--- src/rtl/clk_div_multi.sv ---
// Multi-channel clock/tick divider: per-channel runtime divisor with shadow/active
// double buffering, per-channel enable and a global phase restart.
module clk_div_multi #(
    parameter int unsigned CLK_FREQ_HZ = 50_000_000,
    parameter int unsigned NUM_CH      = 4,
    parameter int unsigned DIV_W       = 26,
    parameter int unsigned DEFAULT_DIV = CLK_FREQ_HZ / 2 - 1,
    parameter int unsigned SEL_W       = 2
) (
    input  logic              clk,
    input  logic              reset,
    input  logic [NUM_CH-1:0] ch_en,
    input  logic              restart,
    input  logic              div_we,
    input  logic [SEL_W-1:0]  div_sel,
    input  logic [DIV_W-1:0]  div_data,
    output logic [NUM_CH-1:0] clk_out,
    output logic [NUM_CH-1:0] tick
);

    localparam logic [DIV_W-1:0] RST_DIV = DIV_W'(DEFAULT_DIV);

    logic [DIV_W-1:0]  cnt_q [NUM_CH];
    logic [DIV_W-1:0]  cnt_d [NUM_CH];
    logic [DIV_W-1:0]  act_q [NUM_CH];
    logic [DIV_W-1:0]  act_d [NUM_CH];
    logic [DIV_W-1:0]  shd_q [NUM_CH];
    logic [DIV_W-1:0]  shd_d [NUM_CH];
    logic [NUM_CH-1:0] clk_q, clk_d;
    logic [NUM_CH-1:0] tick_q, tick_d;
    logic [NUM_CH-1:0] wr_hit;

    always_comb begin
        for (int unsigned i = 0; i < NUM_CH; i++) begin
            // Out-of-range selects never match any channel, so they are dropped here.
            wr_hit[i] = div_we && (32'(div_sel) == i);
            shd_d[i]  = wr_hit[i] ? div_data : shd_q[i];

            cnt_d[i]  = cnt_q[i];
            // Active divisor follows the post-write shadow unless mid-period.
            act_d[i]  = shd_d[i];
            clk_d[i]  = clk_q[i];
            tick_d[i] = 1'b0;

            if (restart) begin
                cnt_d[i] = '0;
                clk_d[i] = 1'b0;
            end else if (ch_en[i]) begin
                if (cnt_q[i] == act_q[i]) begin
                    cnt_d[i]  = '0;
                    tick_d[i] = 1'b1;
                    clk_d[i]  = ~clk_q[i];
                end else begin
                    cnt_d[i] = cnt_q[i] + DIV_W'(1);
                    act_d[i] = act_q[i];
                end
            end
        end
    end

    always_ff @(posedge clk) begin
        if (reset) begin
            for (int unsigned i = 0; i < NUM_CH; i++) begin
                cnt_q[i] <= '0;
                act_q[i] <= RST_DIV;
                shd_q[i] <= RST_DIV;
            end
            clk_q  <= '0;
            tick_q <= '0;
        end else begin
            cnt_q  <= cnt_d;
            act_q  <= act_d;
            shd_q  <= shd_d;
            clk_q  <= clk_d;
            tick_q <= tick_d;
        end
    end

    assign clk_out = clk_q;
    assign tick    = tick_q;

endmodule

--- config.mk ---
export PLATFORM = sky130hd
export DESIGN_NAME = clk_div_multi
export DESIGN_NICKNAME = d
export VERILOG_FILES = /design/src/rtl/clk_div_multi.sv
export SDC_FILE = /design/constraint.sdc
export NUM_CORES = 1
export LEC_CHECK = 0
export ABC_CLOCK_PERIOD_IN_PS = 1800
export BUFFER_PORTS_ARGS = -buffer_cell sky130_fd_sc_hd__buf_2
export CORE_ASPECT_RATIO = 1.2
export CORE_UTILIZATION = 45
export CTS_BUF_LIST = sky130_fd_sc_hd__clkbuf_8
export DETAILED_ROUTE_END_ITERATION = 10
export PLACE_DENSITY = 0.59
export SLEW_MARGIN = 20
export SYNTH_ARGS = -nofsm -noshare
export SYNTH_HDL_FRONTEND = slang
export SYNTH_SLANG_ARGS = --single-unit
--- constraint.sdc ---
create_clock -name clk -period 1.8 [get_ports clk]
set_input_delay 0.18 -clock clk [delete_from_list [all_inputs] [get_ports clk]]
set_output_delay 0.18 -clock clk [all_outputs]
set_load 0.02 [all_outputs]
* After elaboration in Yosys (flattened, before gate mapping)
Index checks and enable logic that the tools add are counted.
Operators by class: reductions and logical operators 14, bitwise logic cells 8, eq/ne operators 11, muxes and demuxes 24, $add $sub $neg 4
Operator list (count):
- $mux W26 | 20
- $add A26 B1 Y26 const B | 4
- $eq A26 B26 Y1 | 4
- $ne A3 B1 Y1 const B | 4
- $reduce_or A3 Y1 | 4
- $not A1 Y1 | 8
- $reduce_and A2 Y1 | 4
- $eq A2 B2 Y1 const B | 2
- $logic_and A1 B1 Y1 | 4
- $mux W1 | 4
- $eq A2 B1 Y1 const B | 1
- $logic_not A2 Y1 | 1
- $reduce_or A2 Y1 | 1
Word-level totals: register bits after elaboration 320, output and inout port bits 8, word-level logic and storage cells 81, input bits 36

* Depth between registers and ports, before layout
Gate-level depths: netlist (run 1).
word-level depth 6, mapped depth 8, mapped depth without buffers 6

* Worst setup path after synthesis (run 1)
No wires, ideal clock.
path type register to register, start point reg cnt_q[0] (netlist name), end point reg act_q[10] (netlist name), data required time 1679 ps, slack -121 ps, path buffers 1, data arrival time 1800 ps, setup time 121 ps, period minus slack after synthesis 1921 ps, cell stages (with the launch flop) 7, cell sequence dfxtp_1 -> xnor2_1 -> nand4_1 -> nor4_4 -> a311oi_4 -> buf_6 -> mux2_4
Between the ends: cells in the longest elaborated chain, start to end 2
RTL lines:
- from (decl) | RTL line 23 | logic [DIV_W-1:0] cnt_q [NUM_CH];
- from (signal assigned) | RTL line 71 | cnt_q <= cnt_d;
- $eq A26 B26 Y1 | RTL line 49 | if (cnt_q[i] == act_q[i]) begin
- $ne A3 B1 Y1 (no source line)
- to (signal assigned) | RTL line 72 | act_q <= act_d;
- to (decl) | RTL line 25 | logic [DIV_W-1:0] act_q [NUM_CH];
Every way passes these cells. A chain may end at the register's enable or synchronous reset.

* Final worst setup path (run 1)
start point reg act_q[80] (netlist name), end point reg act_q[99] (netlist name)
Between the ends: cells in the longest elaborated chain, start to end 2
RTL lines (RTL line):
- $eq A26 B26 Y1 | 49
- $ne A3 B1 Y1 (no source line)
Every way passes these cells.

==> results of run 1 <==
-- Yosys cell counts (2+ instances only) --
library cell,instances,share of area
nor2b_1,36,0.016
dfxtp_1,320,0.45
mux2i_1,8,0.0057
nor3_1,86,0.030
and2_1,4,0.0018
mux2_4,60,0.064
nand3_1,31,0.011
nor4_2,5,0.0044
xnor2_1,121,0.075
or2_2,71,0.031
nor4_4,5,0.0075
clkbuf_1,55,0.015
mux2_1,20,0.016
nand2_1,121,0.032
or3_1,7,0.0031
buf_6,11,0.0088
and3_1,14,0.0062
a41o_1,4,0.0028
o21ai_0,3,0.0011
nand4_1,69,0.030
and4_1,6,0.0037
a311oi_4,4,0.0074
a21oi_1,108,0.038
buf_2,20,0.0071
nor4_1,8,0.0035
inv_1,14,0.0037
nor2_1,146,0.039
xnor2_2,2,0.0023
ha_1,8,0.0071
xor2_1,77,0.048
mux2_2,24,0.019
-- repair_timing --
item,CTS,global route
hold buffers,16,0
pin swaps,8,51
gates resized for setup,26,121
cloned,1,11
endpoints found under the setup margin,180,208
setup buffers,0,10
endpoints found under the hold margin,42,0
-- routing by layer --
metal	routed length [um]	vias up	part of all wire	GRT usage
li1	-	5427	-	-
met2	17600	170	0.48	0.375
met3	1310	54	0.036	0.0389
met1	16600	5069	0.46	0.281
met5	0	-	0	0
met4	769	0	0.021	0.0693
-- flip-flops by register name (all words and copies together) (netlist names) --
name / cells
tick: 4
cnt_q: 104
act_q: 104
clk_out: 4
shd_q: 104
-- stage by stage --
stage | worst slack [ps] | hold slack, ps | util | setup TNS, ps
global placement | -42.4 | 447 | 0.519 | -774
floorplan | -46.3 | 329 | - | -996
detailed placement | -65.0 | 450 | 0.519 | -4410
finish | -118 | 60.4 | 0.586 | -5890
global route | -184 | 53.2 | 0.586 | -18080
CTS | -76.4 | 19.3 | 0.561 | -2290
-- kinds of logic after synthesis --
| group | share of synthesized area |
|---|---|
| compound gates | 0.0500 |
| xor+xnor | 0.125 |
| fa+ha+maj | 0.00707 |
| buf+inv | 0.0347 |
| flops | 0.453 |
| mux | 0.104 |
| simple gates | 0.227 |
-- path summary, 6_finish.rpt --
| check | to | slack [ps] | depth (start not counted) |
|---|---|---|---|
| max | act_q[99] | -120 | 7 |
| min | shd_q[37] | 60 | 4 |
| max reg2reg | act_q[99] | -120 | 7 |
| min reg2reg | shd_q[32] | 460 | 2 |
-- power groups by stage --
stage / Combinational (mW) / Clock (mW) / Sequential (mW)
2_1_floorplan: 0.602 / 0 / 7.47
3_3_place_gp: 0.928 / 0 / 7.50
3_5_place_dp: 0.939 / 0 / 7.50
4_1_cts: 0.978 / 6.49 / 7.35
5_1_grt: 1.17 / 6.81 / 7.36
6_report: 1.09 / 6.32 / 7.35
-- final cells by class --
| cell class | instances | area (sq um) |
|---|---|---|
| clock buffer | 71 | 977 |
| clock inverter | 19 | 76.3 |
| fill | 2668 | 12700 |
| inverter | 15 | 56.3 |
| multi-input combinational | 1058 | 7780 |
| sequential | 320 | 6480 |
| tap | 396 | 495 |
| timing repair buffer | 246 | 2160 |
-- placed cells by master (no fill, tap or decap), drive strengths merged --
cell,netlist,layout
nand3b,1,1
or2,71,71
clkinvlp,0,1
nand4,70,70
xor2,77,77
nor3,86,86
a21oi,108,108
inv,15,32
and4,7,7
dlygate4sd3,0,16
buf,32,223
nor2b,36,36
ha,8,8
xnor2,123,123
nand4b,1,1
a41o,4,4
clkinv,0,1
clkbuf,55,78
and3,14,14
o31ai,1,1
and2,4,4
o21ai,3,3
mux2i,8,8
and3b,1,1
nor2,146,146
a311oi,4,4
nand2,121,121
or4,1,1
nor3b,1,1
nor4,18,18
mux2,104,104
or3b,1,1
or3,7,7
dfxtp,320,320
nand3,32,32
-- critical path, cell delays in order, from the launching register on --
cell and delay, ps:
dfxtp_2 330, xnor2_2 160, nand4_1 180, nor4_4 360, a311oi_4 140, buf_6 160, buf_12 150, mux2_4 300
==> impl_metrics.yaml, run 1 <==
power:
  combPwrFrac: 0.074
  pwr-share-clk: 0.428
  p_per_area_nw_per_um2: 819
  p_leak_nw: 6.76
  p_int_mw: 11.2
  ir_drop_mv: 0.500
  p_sw_mw: 3.52
  seqPwrFrac: 0.498
  power_mw: 14.8
  swShare: 0.238
clocking:
  cts_tree: "yes"
  clock_path_buffers: 3
  clock_sinks: 320
  clk_pin_slew_worst_paths_ps: 60
  numCtsBuffers: 53
  insertion_delay_ps: 580
  root_buffer: "clkbuf_8"
  htree_levels: 2
worst_setup_path:
  critPathKind: "register to register"
  regToRegStartpoint: "act_q[80]"
  cp.arrival_ps: 2380
  setup.worst_path.start_class: "register"
  endpoint_kind: "register"
  required_ps: 2270
  crit_fanout: 13
  cp-startpoint: "act_q[80]"
grt:
  grtUsageTotal: 0.221
  antenna_found_initial: 0
  grt_overflow: 0
  grt_pass1_wl_um: 54700
  first_global_vias: 10500
  grt_max_degree: 68
route:
  ant_nets: 0
  first_iter_violations: 625
  dr.pass1.iters: 5
  drc_errors: 0
  vias_per_cell: 5.04
  wire_per_inst_um: 17.1
  num_vias: 10700
  totalWireLength_um: 36300
cells_and_area:
  finalNonFillerCells: 2125
  final_area_sq_um: 18000
  fin_nets: 1738
  antenna_cells: 0
  drive_above_1_share: 0.352
  syn_to_final_growth_pct: 27.3
synth:
  ys_seq_area_frac: 0.453
  synth_nets: 1524
  synth_area_sq_um: 14200
  synth.avg_cell_area_sq_um: 9.56
  postSynthRegisterBits: 320
  yosys_warnings: 0
  async_flop_share: 0
  synth_flop_cell: "dfxtp_1"
  synth.distinct_cells: 43
  synth_edf_count: 0
  syn_inst: 1480
timing:
  rsz0062_at_grt: "yes"
  skew_ps: 14.1
  fmax_ghz: 0.521
  layout_setup_ws_ps: -118
  period_share: 1.07
  hold_violations: 0
  tightestPinTransition_ps: 562
  max_slew_margin: 0.624
  final_max_slew_viol_count: 0
  finalSetupViolations: 124
  finalCriticalPeriod_ps: 1920
hold_path:
  worstHoldStart: "div_data[11]"
  hp-class: "primary input to register"
die:
  rows: 70
  ios: 44
  dieArea_sq_um: 32200
  start_util: 0.460
  fp.dieH_um: 196
  core-area_sq_um: 30700
  die-width_um: 164
place:
  routabilityCongestion: 0.848
  placed_cell_area_sq_um: 16000
  placedCellCount: 1998
  dp_hpwl_um: 24100
  io_buffers: 43
flow_run:
  maxCapViolCount: 0
outcome:
  violations: "negative setup slack"
  outcome: "finished, violations left"
No activity file was read; power rests on OpenSTA's default activity.
==> run 2, diff against run 1 <==
--- a/config.mk
+++ b/config.mk
@@ -11,7 +11,7 @@
 export CORE_UTILIZATION = 45
 export CTS_BUF_LIST = sky130_fd_sc_hd__clkbuf_8
 export DETAILED_ROUTE_END_ITERATION = 10
-export PLACE_DENSITY = 0.59
+export PLACE_DENSITY = 0.61
 export SLEW_MARGIN = 20
 export SYNTH_ARGS = -nofsm -noshare
 export SYNTH_HDL_FRONTEND = slang
==> impl_metrics.yaml, run 2 (synthesis gave the netlist of run 1 again) <==
worst_setup_path:
  crit_fanout: 6
  required_ps: 2250
  reg2reg_to: "cnt_q[39]"
  reg2regPathDepth: 7
  regToRegStartpoint: "act_q[27]"
  cp.arrival_ps: 2390
  endpoint_kind: "register"
  critPathKind: "register to register"
  regToRegSetupSlack_ps: -150
  setup.worst_path.start_class: "register"
timing:
  hold_slack_ps: 74.2
  tns_ps: -10190
  layout_setup_ws_ps: -146
  hold_violations: 0
  skew_ps: 17.1
  rsz0062_at_grt: "yes"
  fmax_ghz: 0.514
  final_max_slew_viol_count: 0
  period_share: 1.08
  max_slew_margin: 0.619
  finalCriticalPeriod_ps: 1950
  tightestPinTransition_ps: 569
  finalSetupViolations: 165
place:
  io_buffers: 43
  routabilityCongestion: 0.848
  dp_hpwl_um: 24200
  placed_cell_area_sq_um: 15900
grt:
  grt_max_degree: 68
  grtUsageTotal: 0.221
  grt_overflow: 0
  first_global_vias: 10500
  grt_pass1_wl_um: 55600
  antenna_found_initial: 1
route:
  wire_per_inst_um: 17.1
  met1_length_um: 16200
  totalWireLength_um: 36300
  num_vias: 10800
  route.met2.wl_um: 18100
  ant_nets: 0
  first_iter_violations: 656
  drc_errors: 0
  vias_per_cell: 5.08
  wl_met3_um: 1310
  dr.pass1.iters: 5
  top_layer_used: "met4"
outcome:
  outcome: "finished, violations left"
  violations: "negative setup slack"
hold_path:
  holdPathStages: 3
  hp-class: "primary input to register"
  worstHoldStart: "div_data[5]"
  whs_endpoint: "shd_q[57]"
die:
  die-width_um: 164
  rows: 70
  fp.dieH_um: 196
  start_util: 0.460
  ios: 44
  dieArea_sq_um: 32200
  core-area_sq_um: 30700
cells_and_area:
  reg.largest.list: "act_q (104), cnt_q (104), shd_q (104)"
  final_area_sq_um: 18300
  fin_nets: 1731
  multiInputGateArea_sq_um: 7950
  nFillCells: 2579
  mostFrequentLayoutCell: "dfxtp_1"
  final_cell_mix: "dfxtp_1 (267), buf_4 (150), nand2_1 (121), xnor2_1 (108), a21oi_1 (105)"
  regArea_sq_um: 6470
  syn_to_final_growth_pct: 29.4
  drive_above_1_share: 0.378
flow_run:
  maxCapViolCount: 0
clocking:
  root_buffer: "clkbuf_8"
  clock_sinks: 320
  insertion_delay_ps: 580
  cts_tree: "yes"
  clk_pin_slew_worst_paths_ps: 70
  clock_path_buffers: 3
  htree_levels: 2
  numCtsBuffers: 52
power:
  power_mw: 15.5
  p_per_area_nw_per_um2: 846
  p_leak_nw: 6.82
  ir_drop_mv: 0.583
==> run 2: worst max-delay path by stage <==
stage	cells after the start	slack, ps	end	from
after floorplan	7	-50	act_q[100]	cnt_q[80]
after global placement	6	-90	act_q[94]	cnt_q[80]
after detailed placement	6	-160	act_q[100]	cnt_q[80]
after CTS	6	-100	act_q[91]	act_q[91]
after global routing	7	-220	cnt_q[39]	act_q[27]
final	7	-150	cnt_q[39]	act_q[27]
==> run 2: cell type report <==
cell class	instances	area share
multi-input cells	1058	0.434
flip-flops and latches	320	0.353
repair buffers	240	0.117
clock buffers	72	0.0541
well taps	396	0.0270
clock inverters	22	0.0109
inverters	15	0.00307
diodes	1	0.000137
==> run 2: per-stage QoR <==
| step | cells | utilization | setup slack (ps) |
|---|---|---|---|
| after floorplan | 1480 | - | -46.3 |
| after global routing | 2124 | 0.596 | -224 |
| after global placement | 1991 | 0.517 | -91.4 |
| after detailed placement | 1991 | 0.517 | -164 |
| after CTS | 2105 | 0.566 | -97.3 |
| final | 2124 | 0.596 | -146 |
==> run 2: critical path, stage by stage, from the launching register on <==
cell and delay [ps]:
dfxtp_2 340, xnor2_2 200, nand4_1 170, nor4_4 380
buf_4 180, a41o_4 300, clkbuf_16 200, nor2_4 40
==> run 2: where the power goes <==
part	internal (mW)	switching, mW
clock network	4.12	2.90
logic	0.533	0.596
registers	7.25	0.0912
==> run 2: timing repair <==
action                     in CTS  in global routing
hold buffers                   13                  0
pin swaps                      19                 79
setup buffers                   5                  9
setup endpoints to repair     131                211
hold endpoints to repair       42                  0
resized for setup              29                171
cloned                          3                 11
==> run 2: routing by layer <==
| layer | vias up | GRT usage |
|---|---|---|
| met4 | 0 | 0.0641 |
| li1 | 5416 | - |
| met3 | 51 | 0.0328 |
| met5 | - | 0 |
| met2 | 189 | 0.380 |
| met1 | 5142 | 0.286 |
==> run 3, diff against run 2 <==
--- a/config.mk
+++ b/config.mk
@@ -5,13 +5,13 @@
 export SDC_FILE = /design/constraint.sdc
 export NUM_CORES = 1
 export LEC_CHECK = 0
-export ABC_CLOCK_PERIOD_IN_PS = 1800
+export ABC_CLOCK_PERIOD_IN_PS = 1900
 export BUFFER_PORTS_ARGS = -buffer_cell sky130_fd_sc_hd__buf_2
 export CORE_ASPECT_RATIO = 1.2
 export CORE_UTILIZATION = 45
 export CTS_BUF_LIST = sky130_fd_sc_hd__clkbuf_8
 export DETAILED_ROUTE_END_ITERATION = 10
-export PLACE_DENSITY = 0.61
+export PLACE_DENSITY = 0.59
 export SLEW_MARGIN = 20
 export SYNTH_ARGS = -nofsm -noshare
 export SYNTH_HDL_FRONTEND = slang
==> constraint.sdc (replaced) <==
create_clock -name clk -period 1.9 [get_ports clk]
set_input_delay 0.19 -clock clk [delete_from_list [all_inputs] [get_ports clk]]
set_output_delay 0.19 -clock clk [all_outputs]
set_load 0.02 [all_outputs]
==> impl_metrics.yaml, run 3 (synthesis gave the netlist of run 1 again) <==
outcome:
  outcome: "finished, violations left"
  violations: "negative setup slack"
power:
  p_sw_mw: 3.31
  pwr-share-clk: 0.435
  p_per_area_nw_per_um2: 811
  ir_drop_mv: 0.534
  seqPwrFrac: 0.497
  power_mw: 14.0
  p_int_mw: 10.7
  combPwrFrac: 0.068
  swShare: 0.237
  p_leak_nw: 6.49
clocking:
  clock_path_buffers: 3
  numCtsBuffers: 51
  clk_pin_slew_worst_paths_ps: 60
  htree_levels: 2
  root_buffer: "clkbuf_8"
  clock_sinks: 320
  cts_tree: "yes"
  insertion_delay_ps: 580
worst_setup_path:
  crit_fanout: 7
  setup.worst_path.start_class: "register"
  required_ps: 2370
  cp.arrival_ps: 2390
  critPathKind: "register to register"
  endpoint_kind: "register"
die:
  dieArea_sq_um: 32200
  die-width_um: 164
  fp.dieH_um: 196
  rows: 70
  core-area_sq_um: 30700
  ios: 44
  start_util: 0.460
cells_and_area:
  fin_nets: 1695
  final_cell_mix: "dfxtp_1 (278), nor2_1 (142), buf_4 (122), nand2_1 (120), xnor2_1 (115)"
  reg.largest.list: "act_q (104), cnt_q (104), shd_q (104)"
  drive_above_1_share: 0.306
  fin_util: 0.561
  syn_to_final_growth_pct: 21.9
  finalNonFillerCells: 2087
  mostFrequentLayoutCell: "dfxtp_1"
  antenna_cells: 0
  final_area_sq_um: 17300
place:
  routabilityCongestion: 0.846
  dp_hpwl_um: 24100
  io_buffers: 43
  dp_slack_ps: -32.7
  placed_cell_area_sq_um: 15700
  placedCellCount: 1971
route:
  drc_errors: 0
  totalWireLength_um: 35200
  first_iter_violations: 452
  dr.pass1.iters: 5
  ant_nets: 0
  wire_per_inst_um: 16.9
  num_vias: 10600
  vias_per_cell: 5.07
timing:
  finalCriticalPeriod_ps: 1920
  hold_slack_ps: 58.6
  layout_setup_ws_ps: -24.1
  finalSetupViolations: 7
  final_max_slew_viol_count: 0
  skew_ps: 16.1
  period_share: 1.01
  hold_violations: 0
  tns_ps: -144
  max_slew_margin: 0.627
  fmax_ghz: 0.520
  tightestPinTransition_ps: 558
  rsz0062_at_grt: "yes"
flow_run:
  maxCapViolCount: 0
grt:
  first_global_vias: 10300
  grtUsageTotal: 0.219
  grt_pass1_wl_um: 55000
  grt_overflow: 0
  antenna_found_initial: 0
  grt_max_degree: 53
hold_path:
  hp-class: "primary input to register"
run 3: changes by cell type in the layout (fill, tap and decap cells not counted), moves of 5 or more:
| cell | delta |
|---|---|
| buf_4 | -28 |
| clkbuf_16 | -5 |
| clkinv_2 | -5 |
| dfxtp_1 | +11 |
| dfxtp_2 | -13 |
| inv_1 | +7 |
| nor2_1 | +63 |
| nor2_2 | -19 |
| nor2_4 | -44 |
| xnor2_1 | +7 |
| xnor2_2 | -7 |
| xor2_1 | +6 |
| xor2_2 | -6 |
run 3: critical path, cell delays in order (launching register included):
cell and delay, ps:
dfxtp_2 330, xnor2_2 140, nand4_1 170, nor4_4 370
a311oi_4 160, buf_6 160, clkbuf_16 170, mux2_4 300
run 3: final timing paths:
path	from	endpoint	slack (ps)	cells after the start
min reg2reg	shd_q[67]	shd_q[67]	460	2
max reg2reg	cnt_q[82]	act_q[87]	-20	7
max	cnt_q[82]	act_q[87]	-20	7
min	ch_en[3]	cnt_q[1]	60	3
run 3: power groups by stage:
stage	registers, mW	clock network [mW]	logic, mW
finish	6.95	6.08	0.955
CTS	6.95	6.26	0.900
global route	6.97	6.54	1.03
global placement	7.10	0	0.863
detailed placement	7.10	0	0.877
floorplan	7.08	0	0.566
run 3: final cells by class:
cell class	instances	area, sq um
clock buffer	69	950
clock inverter	24	134
fill	2753	13500
inverter	15	56.3
multi-input combinational	1058	7410
sequential	320	6460
tap	396	495
timing repair buffer	205	1740
run 3: per-layer routing:
| metal | share of wire | vias up | track usage |
|---|---|---|---|
| li1 | - | 5353 | - |
| met1 | 0.46 | 4962 | 0.290 |
| met2 | 0.47 | 206 | 0.360 |
| met3 | 0.038 | 61 | 0.0328 |
| met4 | 0.026 | 0 | 0.0796 |
| met5 | 0 | - | 0 |
run 3: what timing repair did:
item / CTS / global route
gates cloned: 0 / 5
hold buffers: 13 / 0
endpoints found under the setup margin: 38 / 131
buffers inserted: 1 / 4
hold endpoints to repair: 41 / 0
pin swaps: 2 / 21
resized for setup: 2 / 84
